[src/rtl/uart_pkg.sv]
// Shared UART definitions: parity modes, FSM state encodings and the parity check.
// Shared with the receiver and the future transmitter.
package uart_pkg;

   localparam int PAR_NONE = 0;
   localparam int PAR_ODD  = 1;
   localparam int PAR_EVEN = 2;

   typedef enum logic [2:0] {
      ST_IDLE      = 3'd0,
      ST_START     = 3'd1,
      ST_DATA      = 3'd2,
      ST_PARITY    = 3'd3,
      ST_STOP      = 3'd4,
      ST_WAIT_IDLE = 3'd5
   } uart_state_e;

   // Data is zero-extended to 9 bits; the XOR is unaffected by the padding.
   function automatic logic parity_error(input logic [8:0] d, input logic p, input int mode);
      logic x;
      x = ^{d, p};
      case (mode)
         PAR_ODD:  return ~x;
         PAR_EVEN: return x;
         default:  return 1'b0;
      endcase
   endfunction

endpackage

[src/rtl/uart_sync2.sv]
// Two-flop synchroniser for an asynchronous level input; 2-cycle latency.
// The reset value is a parameter so idle-high lines come up idle.
module uart_sync2 #(
   parameter logic RST_VAL = 1'b1
) (
   input  logic clk,
   input  logic rst_n,
   input  logic d,
   output logic q
);

   logic meta;

   always_ff @(posedge clk) begin
      if (!rst_n) begin
         meta <= RST_VAL;
         q    <= RST_VAL;
      end else begin
         meta <= d;
         q    <= meta;
      end
   end

endmodule

[src/rtl/uart_rx_os.sv]
// Oversampled UART receiver: mid-bit sampling, configurable width/parity/stop bits.
// Character valid 1 cycle after the last stop sample; held until ready, later characters flagged as overrun.
module uart_rx_os import uart_pkg::*; #(
   parameter int CLKS_PER_BIT = 16,
   parameter int DATA_BITS    = 8,
   parameter int PARITY       = 0,
   parameter int STOP_BITS    = 1
) (
   input  logic                 clk,
   input  logic                 rst_n,
   input  logic                 rxd,
   output logic [DATA_BITS-1:0] data_o,
   output logic                 valid_o,
   input  logic                 ready_i,
   output logic                 parity_err_o,
   output logic                 frame_err_o,
   output logic                 overrun_o,
   output logic                 busy_o
);

   localparam int CW = $clog2(CLKS_PER_BIT);
   localparam int BW = $clog2(DATA_BITS + 1);
   localparam logic [CW-1:0] HALF      = CW'(CLKS_PER_BIT / 2 - 1);
   localparam logic [CW-1:0] FULL      = CW'(CLKS_PER_BIT - 1);
   localparam logic [BW-1:0] BIT_LAST  = BW'(DATA_BITS - 1);
   localparam logic          STOP_LAST = 1'(STOP_BITS - 1);

   uart_state_e          state_q, state_d;
   logic [CW-1:0]        cnt_q, cnt_d;
   logic [BW-1:0]        bit_q, bit_d;
   logic                 stop_q, stop_d;
   logic                 ferr_q, ferr_d;
   logic [DATA_BITS-1:0] shreg_q;
   logic                 par_q;
   logic                 rxd_s;
   logic                 tick;
   logic                 shift_en, par_en, done, frame_bad;
   logic [8:0]           data9;
   logic                 perr;

   uart_sync2 #(.RST_VAL(1'b1)) u_sync (
      .clk   (clk),
      .rst_n (rst_n),
      .d     (rxd),
      .q     (rxd_s)
   );

   assign tick   = (cnt_q == '0);
   assign busy_o = (state_q != ST_IDLE);

   always_ff @(posedge clk) begin
      if (!rst_n) state_q <= ST_IDLE;
      else        state_q <= state_d;
   end

   always_comb begin
      state_d   = state_q;
      cnt_d     = tick ? cnt_q : cnt_q - CW'(1);
      bit_d     = bit_q;
      stop_d    = stop_q;
      ferr_d    = ferr_q;
      shift_en  = 1'b0;
      par_en    = 1'b0;
      done      = 1'b0;
      frame_bad = 1'b0;
      case (state_q)
         ST_IDLE: begin
            bit_d  = '0;
            stop_d = 1'b0;
            ferr_d = 1'b0;
            if (!rxd_s) begin
               cnt_d   = HALF;
               state_d = ST_START;
            end
         end
         ST_START: begin
            if (tick) begin
               if (rxd_s) begin
                  state_d = ST_IDLE;
               end else begin
                  cnt_d   = FULL;
                  state_d = ST_DATA;
               end
            end
         end
         ST_DATA: begin
            if (tick) begin
               shift_en = 1'b1;
               cnt_d    = FULL;
               bit_d    = bit_q + BW'(1);
               if (bit_q == BIT_LAST)
                  state_d = (PARITY != PAR_NONE) ? ST_PARITY : ST_STOP;
            end
         end
         ST_PARITY: begin
            if (tick) begin
               par_en  = 1'b1;
               cnt_d   = FULL;
               state_d = ST_STOP;
            end
         end
         ST_STOP: begin
            if (tick) begin
               cnt_d  = FULL;
               stop_d = ~stop_q;
               if (!rxd_s) ferr_d = 1'b1;
               // Decide on the final stop sample so a low first stop bit still yields one pulse.
               if (stop_q == STOP_LAST) begin
                  done      = 1'b1;
                  frame_bad = ferr_q | ~rxd_s;
                  state_d   = frame_bad ? ST_WAIT_IDLE : ST_IDLE;
               end
            end
         end
         ST_WAIT_IDLE: begin
            if (rxd_s) state_d = ST_IDLE;
         end
         default: state_d = ST_IDLE;
      endcase
   end

   always_comb begin
      data9                = '0;
      data9[DATA_BITS-1:0] = shreg_q;
      perr                 = parity_error(data9, par_q, PARITY);
   end

   always_ff @(posedge clk) begin
      if (!rst_n) begin
         cnt_q        <= '0;
         bit_q        <= '0;
         stop_q       <= 1'b0;
         ferr_q       <= 1'b0;
         shreg_q      <= '0;
         par_q        <= 1'b0;
         data_o       <= '0;
         valid_o      <= 1'b0;
         parity_err_o <= 1'b0;
         frame_err_o  <= 1'b0;
         overrun_o    <= 1'b0;
      end else begin
         cnt_q       <= cnt_d;
         bit_q       <= bit_d;
         stop_q      <= stop_d;
         ferr_q      <= ferr_d;
         frame_err_o <= 1'b0;
         overrun_o   <= 1'b0;
         if (shift_en) shreg_q <= {rxd_s, shreg_q[DATA_BITS-1:1]};
         if (par_en)   par_q   <= rxd_s;
         if (valid_o && ready_i) valid_o <= 1'b0;
         if (done) begin
            if (frame_bad) begin
               frame_err_o <= 1'b1;
            end else if (!valid_o || ready_i) begin
               data_o       <= shreg_q;
               parity_err_o <= perr;
               valid_o      <= 1'b1;
            end else begin
               overrun_o <= 1'b1;
            end
         end
      end
   end

endmodule

[config.mk]
export PLATFORM = sky130hd
export DESIGN_NAME = uart_rx_os
export DESIGN_NICKNAME = d
export VERILOG_FILES = /design/src/rtl/uart_pkg.sv /design/src/rtl/uart_sync2.sv /design/src/rtl/uart_rx_os.sv
export SDC_FILE = /design/constraint.sdc
export NUM_CORES = 1
export LEC_CHECK = 0
export CAP_MARGIN = 20
export CORE_MARGIN = 2
export CORE_UTILIZATION = 61
export CTS_BUF_LIST = sky130_fd_sc_hd__clkbuf_4 sky130_fd_sc_hd__clkbuf_8
export CTS_CLUSTER_SIZE = 24
export DETAILED_ROUTE_END_ITERATION = 10
export PLACE_DENSITY = 0.94
export REMOVE_ABC_BUFFERS = 1
export SYNTH_ARGS = -nofsm -noshare
export SYNTH_HDL_FRONTEND = slang
export SYNTH_HIERARCHICAL = 1
export SYNTH_SLANG_ARGS = --single-unit
export TNS_END_PERCENT = 30
[constraint.sdc]
create_clock -name clk -period 3.8 [get_ports clk]
set_input_delay 0.38 -clock clk [delete_from_list [all_inputs] [get_ports clk]]
set_output_delay 0.38 -clock clk [all_outputs]
set_load 0.02 [all_outputs]
==> flow_summary_export.csv <==
group,metric,value,unit
synth,syn_area_per_cell,8.793,um^2
layout,drive_gt1_frac,0.08205,
clock_network,ctsResizeCount,0,
global_route,grt_pass1_wl,5271,um
setup_path,ff2ff_path_depth,9,
synth,synthTopCellsByArea,"dfxtp_1 (43%), mux2i_1 (7.0%), nand2_1 (5.9%)",
setup_path,reg2reg_to,"cnt_q[0]$_SDFF_PN0_",
setup_path,crit_family,"buffers and inverters",
sta,period_minus_slack,2.320,ns
detailed_routing,viasPerCell,6.107,
synth,synth_compound_area_frac,0.1739,
place,io_buffers,15,
place,detailed_place_hpwl,2432,um
layout,nNetsFinal,201,
global_route,grt_usage,0.2509,
synth,synth_xor_area_frac,0,
clock_network,ctsHoldBuffers,0,
detailed_routing,wire_per_inst,15.16,um
layout,stdcell_count,225,
setup_path,path_class,"reg -> out",
flow_run,max_cap_viol_count,0,
synth,synthFlopType,"dfxtp_1",
clock_network,cts_tree,"done",
clock_network,cts_buffer_depth,2,
synth,yosysWarningCount,6,
pwr,power,959.8,uW
place,dp_cells,217,
sta,relSlewSlack,0.4899,
global_route,grt_antenna_before_repair,0,
sta,fin_skew,0.007754,ns
synth,synth_fa_ha_area_frac,0.03004,
detailed_routing,drc_errors,0,
sta,rsz0062_at_grt,"no",
setup_path,crit_chain,"inv_1, nand2_1, clkdlybuf4s50_1",
setup_path,cp_data_required_time,3.42,ns
clock_network,clock-sinks,34,
setup_path,cp-endpoint,"busy_o",
place,gp_congestion,0.8975,
clock_network,htreeDepth,2,
setup_path,cp-start-kind,"flop",
sta,fmax,431.0,MHz
pwr,leakage,0.7055,nW
die,floorplan.initialDensity,0.6389,
synth,synth_top_family_by_area,"simple AND/OR/NAND/NOR gates",
sta,tightest_slew,0.7604,ns
die,dieArea,0.003018,mm^2
setup_path,crit_slowest_cell,"dfxtp_1",
die,io-pin-count,17,
setup_path,cp_data_arrival_time,1.94,ns
synth,muxShareOfSynthArea,0.06957,
sta,slew_violations,0,
detailed_routing,num_vias,1374,
setup_path,end_kind,"output port",
setup_path,startpoint,"state_q[1]$_SDFFE_PN0P_",
synth,ys_ff_latch,34,
clock_network,cts_buffers,5,
layout,n_antenna_cell,0,
sta,final.setup.tns,0,ns
clock_network,clk_pin_slew_worst_paths,0.11,ns
die,die_h,54.94,um
synth,ys_seq_area_frac,0.4300,
die,core_area,0.002477,mm^2
synth,synthSimpleGateAreaFrac,0.2458,
global_route,grt_pass1_vias,1252,
detailed_routing,first_pass_iters,5,
layout,final_util,0.7227,
setup_path,r2r_slack,1.56,ns
layout,area_delta_synth_final,13.12,%
die,rows,18,
die,die_w,54.94,um
global_route,overflow,0,
synth,synth-edff-count,0,
setup_path,r2r-start,"cnt_q[0]$_SDFF_PN0_",
sta,fin_hold_ws,0.4319,ns
pwr,p_per_area,536.1,mW/mm^2
synth,yosys.area.top_type,"dfxtp_1",
sta,hold_viol,0,
detailed_routing,drt_iter0_markers,34,
hold_path,hold_path_class,"reg -> reg",
detailed_routing,ant_nets,0,
synth,syn_area,0.001583,mm^2
pwr,peakVddDrop,0.5072,mV
setup_path,crit_cells,3,
synth,postSynth.asyncResetShare,0,
clock_network,post_cts_buffers,0,
synth,synth_cell_types,46,
detailed_routing,totalWireLength,3410,um
hold_path,hp-start,"u_sync/meta$_SDFF_PN1_",
synth,synthCells,180,
clock_network,insertion_delay,0.34,ns
clock_network,cts_root_buffer,"clkbuf_4",
global_route,grt_max_degree,28,
setup_path,crit_buf_inv,2,
setup_path,slowest_delay,0.61,ns
sta,setup_viol,0,
outcome,outcome,"complete, no violations",
sta,post-route-period-util,0.6106,
setup_path,path_max_fanout,14,
synth,yosysTopAreaCellShare,0.4300,
-- through the flow --
step / cell area, um^2 / setup WS [ns]
after floorplan: 1539 / 1.874
after global placement: 1727 / 1.588
after detailed placement: 1727 / 1.448
after CTS: 1790 / 1.516
after global routing: 1790 / 1.362
final: 1790 / 1.480
-- cell usage in the layout (no fill, tap or decap), drive strengths merged, types with 6 or more instances in the layout --
cell type	count
dfxtp	34
nor2	15
inv	7
clkbuf	6
o21ai	8
a21oi	17
nand2b	7
clkdlybuf4s50	15
nand2	25
mux2i	11
-- logic make-up (layout without fill, tap and decap cells) --
logic type	Yosys count	count (layout)
adders and majority gates	4	4
AOI/OAI and AO/OA	44	44
DFF	34	34
and+or+nand+nor	70	70
muxes	11	11
buffers and inverters	16	31
other	1	1
-- synth_stat cells (3+ instances only) --
cell type,count
ha_1,3
nand2_1,25
nor3_1,4
clkbuf_1,4
dfxtp_1,34
nand2b_1,7
nor2b_1,3
inv_1,6
a21oi_1,17
mux2i_1,11
nor2_1,15
o21ai_0,8
-- where the power goes --
part           switching, mW  internal, mW
Clock                  0.126        0.0889
Sequential            0.0388         0.380
Combinational          0.192         0.135
-- metal layers --
metal	track usage	routed length, um
met1	0.2753	1392
met5	0	0
met3	0.08333	220
met4	0.1504	85
met2	0.4187	1712
-- state kept, by name, summed over array words and instances (netlist names) --
signal,count
ferr_q,1
u_sync/q,1
bit_q,4
shreg_q,8
cnt_q,4
u_sync/meta,1
state_q,3
valid_o,1
data_o,8
overrun_o,1
stop_q,1
frame_err_o,1
-- final cells by class --
class | instances | area [um^2]
clock buffer | 6 | 51.30
clock inverter | 2 | 12.51
sequential | 34 | 680.7
timing repair buffer | 15 | 150.1
fill | 186 | 686.9
inverter | 8 | 32.53
tap | 30 | 37.54
multi-input combinational | 130 | 825.8
-- how the worst min path moves through the flow --
stage,to,slack (ns),cells past startpoint
finish,u_sync/q$_SDFF_PN1_,0.43,1
global route,u_sync/q$_SDFF_PN1_,0.45,1
CTS,u_sync/q$_SDFF_PN1_,0.44,1
detailed placement,u_sync/q$_SDFF_PN1_,0.41,1
global placement,u_sync/q$_SDFF_PN1_,0.41,1
floorplan,u_sync/q$_SDFF_PN1_,0.39,1
Power figures use the tool's default switching activity.
